===== config.mk =====
export PLATFORM = sky130hd
export DESIGN_NAME = register_load_arbiter
export DESIGN_NICKNAME = d
export VERILOG_FILES = /design/src/rtl/register_load_arbiter_pkg.sv /design/src/rtl/register_load_arbiter_rr_pick.sv /design/src/rtl/register_load_arbiter.sv
export SDC_FILE = /design/constraint.sdc
export NUM_CORES = 1
export LEC_CHECK = 0
export BUFFER_PORTS_ARGS = -buffer_cell sky130_fd_sc_hd__buf_2
export CORE_UTILIZATION = 46
export DETAILED_ROUTE_END_ITERATION = 16
export MAX_ROUTING_LAYER = met4
export PLACE_DENSITY = 0.79
export REMOVE_ABC_BUFFERS = 1
export SETUP_SLACK_MARGIN = 0.02
export SLEW_MARGIN = 20
export SYNTH_ARGS = -nofsm -noshare
export SYNTH_HDL_FRONTEND = slang
export SYNTH_SLANG_ARGS = --single-unit

===== constraint.sdc =====
create_clock -name clk -period 2.3 [get_ports clk]
set_clock_uncertainty 0.15 [all_clocks]
set_input_delay 0.115 -clock clk [delete_from_list [all_inputs] [get_ports clk]]
set_output_delay 0.115 -clock clk [all_outputs]
set_load 0.01 [all_outputs]

===== src/rtl/register_load_arbiter_pkg.sv =====
// Shared definitions for the register load arbiter: FSM encoding and width helper.
package register_load_arbiter_pkg;

    typedef enum logic [1:0] {
        IDLE = 2'd0,
        LOAD = 2'd1,
        HOLD = 2'd2
    } state_t;

    function automatic int clog2(input int value);
        int result;
        result = 0;
        while ((1 << result) < value) begin
            result = result + 1;
        end
        return (result == 0) ? 1 : result;
    endfunction

endpackage


===== src/rtl/register_load_arbiter_rr_pick.sv =====
// Round-robin pick: rotate req so the pointer sits at bit 0, take the lowest set bit,
// then rotate the one-hot result back into requester order.
module register_load_arbiter_rr_pick #(
    parameter int NREQ = 4,
    parameter int PW   = 2
) (
    input  logic [NREQ-1:0] req,
    input  logic [PW-1:0]   pointer,
    output logic [NREQ-1:0] pick,
    output logic [PW-1:0]   index,
    output logic            any
);

    logic [NREQ-1:0] rot;
    logic [NREQ-1:0] pick_rot;
    logic            found;

    always_comb begin
        rot      = NREQ'({req, req} >> pointer);
        pick_rot = '0;
        found    = 1'b0;
        for (int j = 0; j < NREQ; j++) begin
            if (rot[j] && !found) begin
                pick_rot[j] = 1'b1;
                found       = 1'b1;
            end
        end
        pick  = NREQ'(({pick_rot, pick_rot} << pointer) >> NREQ);
        index = '0;
        for (int k = 0; k < NREQ; k++) begin
            if (pick[k]) begin
                index = PW'(k);
            end
        end
        any = |req;
    end

endmodule


===== src/rtl/register_load_arbiter.sv =====
// Round-robin arbiter owning the load strobe of a shared N-bit register.
// state | meaning
// IDLE  | wait for any request, pick next requester round-robin
// LOAD  | one-cycle grant; capture data unless the requester withdrew
// HOLD  | keep Q stable for HOLD_CYCLES cycles, requests ignored
module register_load_arbiter
    import register_load_arbiter_pkg::*;
#(
    parameter int NREQ        = 4,
    parameter int N           = 8,
    parameter int HOLD_CYCLES = 2
) (
    input  logic                     clk,
    input  logic                     reset,
    input  logic [NREQ-1:0]          req,
    input  logic [NREQ*N-1:0]        data_in,
    output logic [NREQ-1:0]          grant,
    output logic                     load,
    output logic [N-1:0]             Q,
    output logic [clog2(NREQ)-1:0]   owner,
    output logic                     valid
);

    localparam int PW = clog2(NREQ);

    state_t          state;
    logic [PW-1:0]   pointer;
    logic [PW-1:0]   sel;
    logic [3:0]      hold_cnt;
    logic [NREQ-1:0] pick;
    logic [PW-1:0]   pick_index;
    logic            pick_any;

    register_load_arbiter_rr_pick #(
        .NREQ (NREQ),
        .PW   (PW)
    ) u_rr_pick (
        .req     (req),
        .pointer (pointer),
        .pick    (pick),
        .index   (pick_index),
        .any     (pick_any)
    );

    assign load = |grant;

    always_ff @(posedge clk) begin
        if (reset) begin
            state    <= IDLE;
            grant    <= '0;
            Q        <= '0;
            owner    <= '0;
            valid    <= 1'b0;
            pointer  <= '0;
            sel      <= '0;
            hold_cnt <= '0;
        end else begin
            case (state)
                IDLE: begin
                    if (pick_any) begin
                        grant <= pick;
                        sel   <= pick_index;
                        state <= LOAD;
                    end else begin
                        grant <= '0;
                    end
                end
                LOAD: begin
                    grant <= '0;
                    if (req[sel]) begin
                        Q       <= data_in[int'(sel)*N +: N];
                        owner   <= sel;
                        valid   <= 1'b1;
                        pointer <= (sel == PW'(NREQ-1)) ? '0 : sel + PW'(1);
                        if (HOLD_CYCLES > 0) begin
                            hold_cnt <= 4'(HOLD_CYCLES - 1);
                            state    <= HOLD;
                        end else begin
                            state <= IDLE;
                        end
                    end else begin
                        // withdrawn request: nothing captured, pointer kept
                        state <= IDLE;
                    end
                end
                HOLD: begin
                    grant <= '0;
                    if (hold_cnt == 4'd0) begin
                        state <= IDLE;
                    end else begin
                        hold_cnt <= hold_cnt - 4'd1;
                    end
                end
                default: begin
                    grant <= '0;
                    state <= IDLE;
                end
            endcase
        end
    end

endmodule


==> results of run 1 <==
==> state kept, by name (all words and copies together) (netlist names) <==
register	cells
Q	8
grant	4
hold_cnt	4
owner	2
pointer	2
sel	2
state	2
valid	1
==> metal layers <==
layer | GRT usage (%) | vias to the layer above | share of wire (%)
met5 | - | - | 0
met4 | 7.692 | 0 | 0.66
met3 | 1.944 | 2 | 2.8
met2 | 32.52 | 17 | 54
met1 | 24.19 | 520 | 43
li1 | - | 553 | -
==> metrics by stage <==
step,area [sq um],hold WS [ps],std cells,total power [mW]
6_report,1588,25.46,207,0.9852
5_1_grt,1588,20.70,207,1.040
3_5_place_dp,1540,303.8,201,0.7991
4_1_cts,1588,3.977,207,0.9946
3_3_place_gp,1540,294.6,201,0.7858
2_1_floorplan,1222,34.07,116,0.6932
==> how the worst max path moves through the flow <==
stage	start	endpoint	slack, ps	cells after the start
global placement	sel[1]	Q[4]	520	4
floorplan	sel[0]	hold_cnt[1]	260	4
detailed placement	sel[1]	pointer[0]	450	4
finish	sel[1]	pointer[0]	440	4
global route	sel[1]	pointer[1]	330	4
CTS	sel[1]	pointer[0]	440	4
==> report_power, final <==
part / switching, mW / internal, mW
Clock: 0.128 / 0.0650
Sequential: 0.0261 / 0.470
Combinational: 0.142 / 0.154
==> cell type report <==
type | instances | area [sq um] | share of cell area, %
sequential | 25 | 500.5 | 31.52
clock inverter | 1 | 5.005 | 0.3152
multi-input combinational | 86 | 703.2 | 44.29
inverter | 5 | 18.77 | 1.182
tap | 30 | 37.54 | 2.364
timing repair buffer | 57 | 300.3 | 18.91
clock buffer | 3 | 22.52 | 1.418
==> kinds of logic (layout without fill, tap and decap cells) <==
logic type / after synthesis / count (layout) / synth area share, %
fa+ha+maj: 2 / 2 / 1.986
flops: 25 / 25 / 39.72
mux: 21 / 21 / 24.73
buf+inv: 10 / 66 / 4.469
compound gates: 21 / 21 / 12.32
simple gates: 40 / 40 / 15.39
xor+xnor: 2 / 2 / 1.391
==> worst max-delay path, delay by kind of cell (launching register included) <==
family	cells	cell delay, ps
flip-flops	1	370
AND/OR/NAND/NOR	2	470
AO/OA/AOI/OAI	1	490
multiplexers	1	260
==> placed cells by master, fill, tap and decap left out, types with 2 or more instances in the layout <==
master / instances
ha_1: 2
or3_1: 2
dfxtp_1: 25
nor3_1: 3
nand2_1: 2
buf_4: 2
a311oi_1: 2
buf_2: 53
clkbuf_4: 3
mux4_2: 8
nand2b_1: 3
inv_1: 5
dlygate4sd3_1: 2
o21ai_0: 5
mux2i_1: 12
nor2_1: 23
xnor2_1: 2
a21oi_1: 6
==> results.json, run 1 <==
{
  "min_path_cells": 3,
  "period_needed_ps": 1859,
  "area_delta_synth_final_pct": 26.02,
  "holdPathEnd": "grant[3]",
  "setup_tns_ps": 0,
  "cts_tree": "yes",
  "critPathMaxStageDelay_ps": 490,
  "cp_data_required_time_ps": 2360,
  "status": "finished clean",
  "chipWidth_microns": 54.34,
  "synth_seq_cells": 25,
  "wl_per_cell_microns": 13.99,
  "netlist_instances": 121,
  "min_from": "req[3]",
  "ys.flop_type": "dfxtp_1",
  "worst_slew_pin_slew_ps": 557.1,
  "yosysWarnings": 0,
  "rsz0062_at_grt": "false",
  "dp_slack_ps": 451.4,
  "slowest_stage": "o2bb2ai_4",
  "hold_path.class": "in2reg",
  "wl_microns": 2895,
  "cts_hold_buffers": 2,
  "ys_seq_area_share_pct": 39.72,
  "clockBufferDepth": 2,
  "start_util_pct": 49.95,
  "dieArea_sq_mm": 0.002952,
  "drtIter0Drc": 16,
  "cp_cell_sequence": "or3b_4, o2bb2ai_4, mux2i_1, nor2_1",
  "clock_latency_ps": 310,
  "period_share_pct": 80.83,
  "reg2reg_to": "pointer[0]",
  "grt_pass1_vias": 923,
  "yosys.cell_types.count": 33,
  "cts_setup_buffers": 0,
  "ctsRootBufferMaster": "clkbuf_4",
  "vias": 1092,
  "grt_antenna_before_repair": 0,
  "htree_num_levels": 1,
  "ff2ff_path_depth": 4,
  "clock-sinks": 25,
  "cp_max_fo": 16,
  "portBuffers": 53,
  "final.setup.worst_slack_ps": 440.9,
  "overflow": 0,
  "cts_buffers": 3,
  "synthTopCellsByArea": "dfxtp_1, mux4_2, mux2i_1",
  "synthTopCellsByCount": "dfxtp_1, nor2_1, mux2i_1",
  "path_clk_slew_ps": 140,
  "fmax_mhz": 537.9,
  "leakage_nw": 0.6973,
  "synth_area_leader_cell": "dfxtp_1",
  "n_antenna_cell": 0,
  "grt_pass1_wl_microns": 4002,
  "synth-edff-count": 0,
  "boundaryPins": 54,
  "r2r-start": "sel[1]",
  "viasPerCell": 5.275,
  "setup_viol": 0,
  "critPathKind": "reg2reg",
  "yosys.area.top_type_share_pct": 39.72,
  "cts_resized": 0,
  "vdd_drop_max_uv": 430.2,
  "track_usage_pct": 19.55,
  "core_area_sq_mm": 0.002522,
  "synth.most_common_cell": "dfxtp_1",
  "power.density_mw_per_mm2": 620.5,
  "drv_slew": 0,
  "grt_start_max_net_pins": 22,
  "synth_area_sq_mm": 0.001260,
  "cp-start-kind": "flip-flop",
  "relSlewSlack_pct": 62.80,
  "drc": 0,
  "routabilityCongestion": 0.7692,
  "worstPathArrival_ps": 1920,
  "hpwl_microns": 2213,
  "placementRows": 18,
  "die_h_microns": 54.34,
  "critPathCaptureType": "flip-flop",
  "drive_gt1_share_pct": 40.11,
  "r2r_slack_ps": 440,
  "syn_avg_cell_area_sq_um": 10.41,
  "nNetsFinal": 218,
  "drtAntennaViolNets": 0,
  "finalHoldViolations": 0,
  "firstDrtPassIters": 4,
  "fin_util_pct": 62.95,
  "synthArstFlopShare_pct": 0,
  "nFillCells": 204,
  "max_cap_violations": 0
}
(Power assumes the default switching activity.)
==> run 2: changes to the inputs <==
--- a/config.mk
+++ b/config.mk
@@ -6,10 +6,10 @@
 export NUM_CORES = 1
 export LEC_CHECK = 0
 export BUFFER_PORTS_ARGS = -buffer_cell sky130_fd_sc_hd__buf_2
-export CORE_UTILIZATION = 46
+export CORE_UTILIZATION = 42
 export DETAILED_ROUTE_END_ITERATION = 16
 export MAX_ROUTING_LAYER = met4
-export PLACE_DENSITY = 0.79
+export PLACE_DENSITY = 0.76
 export REMOVE_ABC_BUFFERS = 1
 export SETUP_SLACK_MARGIN = 0.02
 export SLEW_MARGIN = 20
==> constraint.sdc (replaced) <==
create_clock -name clk -period 1.58 [get_ports clk]
set_clock_uncertainty 0.15 [all_clocks]
set_input_delay 0.079 -clock clk [delete_from_list [all_inputs] [get_ports clk]]
set_output_delay 0.079 -clock clk [all_outputs]
set_load 0.01 [all_outputs]
==> results.json, run 2 (same netlist as run 1, synthesis figures left out) <==
{
  "status": "finished with violations",
  "violations": "DRC, setup timing",
  "dp_slack_ps": -59.40,
  "period_needed_ps": 1587,
  "rsz0062_at_grt": "true",
  "track_usage_pct": 18.27,
  "chipWidth_microns": 56.77,
  "fmax_mhz": 630.2,
  "vias": 1160,
  "final_cell_mix": "buf_2, nor2_1, dfxtp_1, mux2i_1, mux4_2",
  "grt_pass1_wl_microns": 4450,
  "boundaryPins": 54,
  "whs_ps": 41.59,
  "critPathKind": "in2reg",
  "wl_per_cell_microns": 13.59,
  "overflow": 0,
  "firstDrtPassIters": 10,
  "n_antenna_cell": 0,
  "core_area_sq_mm": 0.002805,
  "htree_num_levels": 1,
  "cp_max_fo": 7,
  "period_share_pct": 100.4,
  "vdd_drop_max_uv": 745.0,
  "dieArea_sq_mm": 0.003223,
  "clock_latency_ps": 330,
  "worstPathArrival_ps": 1710,
  "clockBufferDepth": 2,
  "start_util_pct": 44.92,
  "final_cells": 216,
  "cp-start-kind": "input pin",
  "p_int_mw": 1.056,
  "cts_tree": "yes",
  "grt_antenna_before_repair": 0,
  "wl_microns": 2935,
  "die_h_microns": 56.77,
  "p_total_mw": 1.513,
  "hold_path.class": "in2reg",
  "drive_gt1_share_pct": 44.86,
  "finalHoldViolations": 0,
  "regMostFlops": "Q",
  "setup_viol": 3,
  "p_seq_share_pct": 47.6,
  "hpwl_microns": 2156,
  "path_clk_slew_ps": 150,
  "final.setup.worst_slack_ps": -6.828,
  "critPathCaptureType": "flip-flop",
  "placementRows": 19,
  "routabilityCongestion": 0.7574,
  "combPwrFrac_pct": 32.5,
  "grt_pass1_vias": 1070,
  "max_cap_violations": 0,
  "leakage_nw": 0.7471,
  "largest_reg_flops": 8,
  "portBuffers": 53,
  "cts_buffers": 3,
  "relSlewSlack_pct": 73.48,
  "clock-sinks": 25,
  "worst_slew_pin_slew_ps": 397.7,
  "power.density_mw_per_mm2": 884.7,
  "drc": 4,
  "cp_data_required_time_ps": 1700,
  "area_delta_synth_final_pct": 35.75,
  "largestRegisters": "Q: 8 flops, grant: 4 flops, hold_cnt: 4 flops",
  "final_common_cell": "buf_2",
  "drv_slew": 0,
  "ctsRootBufferMaster": "clkbuf_4",
  "p_sw_mw": 0.4568,
  "drtAntennaViolNets": 0,
  "numPlacedInstances": 208,
  "grt_start_max_net_pins": 22,
  "power_frac_clock_pct": 19.9,
  "nNetsFinal": 226,
  "swShare_pct": 30.19,
  "viasPerCell": 5.370,
  "drtIter0Drc": 56
}
## run 2: critical path, cell delays in order
cell           delay [ps]
dlygate4sd3_1         530
buf_2                 160
mux2_4                280
o2bb2ai_4             150
or3_1                 380
a21oi_1               120
## run 2: timing repair
item | in CTS | in global routing
gates resized for setup | 5 | 4
endpoints found under the setup margin | 14 | 18
gates cloned | 0 | 0
endpoints found under the hold margin | 15 | 2
buffers inserted | 0 | 0
hold buffers | 3 | 1
pin swaps | 1 | 1
## run 2: layout make-up
type / instances / area [sq um]
Sequential cell: 25 / 506.7
Clock buffer: 3 / 22.52
Multi-Input combinational cell: 86 / 721.9
Timing Repair Buffer: 65 / 394.1
Inverter: 5 / 18.77
Clock inverter: 1 / 7.507
Tap cell: 31 / 38.79
Fill cell: 231 / 1095
## run 2: final timing paths
kind	from	end	slack, ps	depth (start not counted)
worst max-delay path	req[3]	hold_cnt[1]	-7	6
worst min-delay path	data_in[5]	Q[5]	40	4
worst max register to register	sel[0]	hold_cnt[1]	-7	4
worst min register to register	valid	valid	340	2
## run 2: power by group through the flow
stage / sequential (mW) / combinational, mW / clock, mW
detailed placement: 0.730 / 0.474 / 0
finish: 0.721 / 0.492 / 0.301
CTS: 0.719 / 0.488 / 0.305
global route: 0.726 / 0.538 / 0.334
global placement: 0.727 / 0.462 / 0
floorplan: 0.766 / 0.243 / 0
## run 2: stage by stage
| step | setup TNS [ps] | utilization (%) | cell area [sq um] |
|---|---|---|---|
| final | -11.62 | 60.97 | 1710 |
| after global routing | -723.9 | 60.97 | 1710 |
| after CTS | -7.463 | 60.08 | 1685 |
| after detailed placement | -545.5 | 57.45 | 1612 |
| after global placement | -72.53 | 57.45 | 1612 |
| after floorplan | -4491 | - | 1222 |
## run 2: per-layer routing
metal / track usage [%] / part of all wire (%)
met3: 2.074 / 1.7
met2: 33.67 / 56
met4: 7.317 / 1.2
met5: - / 0
met1: 19.88 / 41
==> run 3: changes to the inputs <==
--- a/config.mk
+++ b/config.mk
@@ -6,7 +6,10 @@
 export NUM_CORES = 1
 export LEC_CHECK = 0
 export BUFFER_PORTS_ARGS = -buffer_cell sky130_fd_sc_hd__buf_2
-export CORE_UTILIZATION = 42
+export CELL_PAD_IN_SITES_DETAIL_PLACEMENT = 1
+export CELL_PAD_IN_SITES_GLOBAL_PLACEMENT = 2
+export CORE_ASPECT_RATIO = 2
+export CORE_UTILIZATION = 25
 export DETAILED_ROUTE_END_ITERATION = 16
 export MAX_ROUTING_LAYER = met4
 export PLACE_DENSITY = 0.76
==> results.json, run 3 (same netlist as run 1, synthesis figures left out) <==
{
  "htree_num_levels": 1,
  "max_cap_violations": 0,
  "relSlewSlack_pct": 72.56,
  "wl_microns": 3729,
  "leakage_nw": 0.7525,
  "cts_tree": "yes",
  "placed_area_sq_mm": 0.001624,
  "start_util_pct": 25.90,
  "cp_data_required_time_ps": 1580,
  "crit_buf_inv": 1,
  "clock_latency_ps": 270,
  "drtIter0Drc": 24,
  "die_h_microns": 102.4,
  "portBuffers": 53,
  "largestRegisters": "Q: 8 flops, grant: 4 flops, hold_cnt: 4 flops",
  "worst_slew_pin_slew_ps": 411.6,
  "nFillCells": 611,
  "cp-start-kind": "flip-flop",
  "track_usage_pct": 13.86,
  "chipWidth_microns": 52.20,
  "critPathKind": "reg2reg",
  "vdd_drop_max_uv": 510.3,
  "drive_gt1_share_pct": 45.90,
  "n_antenna_cell": 0,
  "clock-sinks": 25,
  "cts_hold_buffers": 0,
  "area_delta_synth_final_pct": 37.34,
  "critPathCaptureType": "flip-flop",
  "final_cells": 240,
  "power.density_mw_per_mm2": 936.1,
  "p_seq_share_pct": 44.8,
  "period_share_pct": 104.8,
  "viasPerCell": 4.917,
  "slowest_stage": "or3b_4",
  "dp_slack_ps": -75.27,
  "grt_pass1_wl_microns": 5340,
  "hold_path.class": "in2reg",
  "largest_reg_flops": 8,
  "path_clk_slew_ps": 90,
  "status": "finished with violations",
  "critPathMaxStageDelay_ps": 410,
  "swShare_pct": 29.36,
  "p_int_mw": 1.144,
  "violations": "setup timing",
  "hpwl_microns": 2811,
  "setup_viol": 11,
  "whs_ps": 10.48,
  "cp_max_fo": 6,
  "firstDrtPassIters": 2,
  "finalHoldViolations": 0,
  "setup_tns_ps": -563.7,
  "final.setup.worst_slack_ps": -76.14,
  "final_cell_mix": "buf_2, nor2_1, dfxtp_1, mux2i_1, mux4_2",
  "worstPathArrival_ps": 1660,
  "drc": 0,
  "drv_slew": 0,
  "cp_cell_sequence": "or3b_4, o2bb2ai_4, clkbuf_16, mux2i_1, nor2_1",
  "p_sw_mw": 0.4756,
  "nNetsFinal": 224,
  "numPlacedInstances": 233,
  "boundaryPins": 54,
  "routabilityCongestion": 0.7791,
  "combPwrFrac_pct": 31.5,
  "power_frac_clock_pct": 23.7,
  "grt_start_max_net_pins": 22,
  "fin_util_pct": 35.57,
  "fmax_mhz": 603.8,
  "rsz0062_at_grt": "true",
  "placementRows": 36,
  "period_needed_ps": 1656,
  "dieArea_sq_mm": 0.005345,
  "regMostFlops": "Q",
  "final_common_cell": "buf_2",
  "ctsRootBufferMaster": "clkbuf_8",
  "wl_per_cell_microns": 15.54,
  "drtAntennaViolNets": 0,
  "overflow": 0,
  "vias": 1180,
  "cts_buffers": 3,
  "grt_pass1_vias": 1187,
  "p_total_mw": 1.620,
  "cp_top_family": "simple AND/OR/NAND/NOR gates",
  "core_area_sq_mm": 0.004865,
  "clockBufferDepth": 2,
  "design_area_sq_mm": 0.001730,
  "grt_antenna_before_repair": 0
}
[run 3: power groups by stage]
stage / sequential, mW / clock (mW) / combinational (mW)
after floorplan: 0.766 / 0 / 0.243
after global placement: 0.732 / 0 / 0.458
after detailed placement: 0.735 / 0 / 0.476
after CTS: 0.724 / 0.401 / 0.487
after global routing: 0.732 / 0.433 / 0.554
final: 0.725 / 0.384 / 0.510
[run 3: final cells by class]
cell class	count	area [sq um]	share of cell area, %
multi-input combinational	86	713.2	41.21
sequential	25	508.0	29.36
timing repair buffer	63	374.1	21.62
tap	57	71.32	4.121
clock buffer	4	45.04	2.603
inverter	5	18.77	1.085
[run 3: repair_timing]
action | CTS | global route
cloned | 0 | 1
gates resized for setup | 5 | 4
pin swaps | 0 | 2
setup endpoints to repair | 12 | 16
setup buffers | 1 | 1
[run 3: worst register-to-register path, stage by stage (launching register included)]
cell	delay [ps]
dfxtp_1	320
or3b_4	410
o2bb2ai_4	220
clkbuf_16	200
mux2i_1	180
nor2_1	60
[run 3: worst paths after layout]
| kind | to | cells past startpoint | start | slack (ps) |
|---|---|---|---|---|
| max | Q[6] | 5 | state[1] | -80 |
| min | grant[0] | 2 | req[0] | 10 |
| max reg2reg | Q[6] | 5 | state[1] | -80 |
| min reg2reg | owner[1] | 2 | owner[1] | 340 |
[run 3: routing by layer]
metal  track usage, %  part of all wire [%]  vias up
li1                 -                     -      564
met1            13.23                    34      588
met2            25.84                    62       22
met3            1.786                   2.8        6
met4            7.085                   1.9        0
met5                -                     0        -
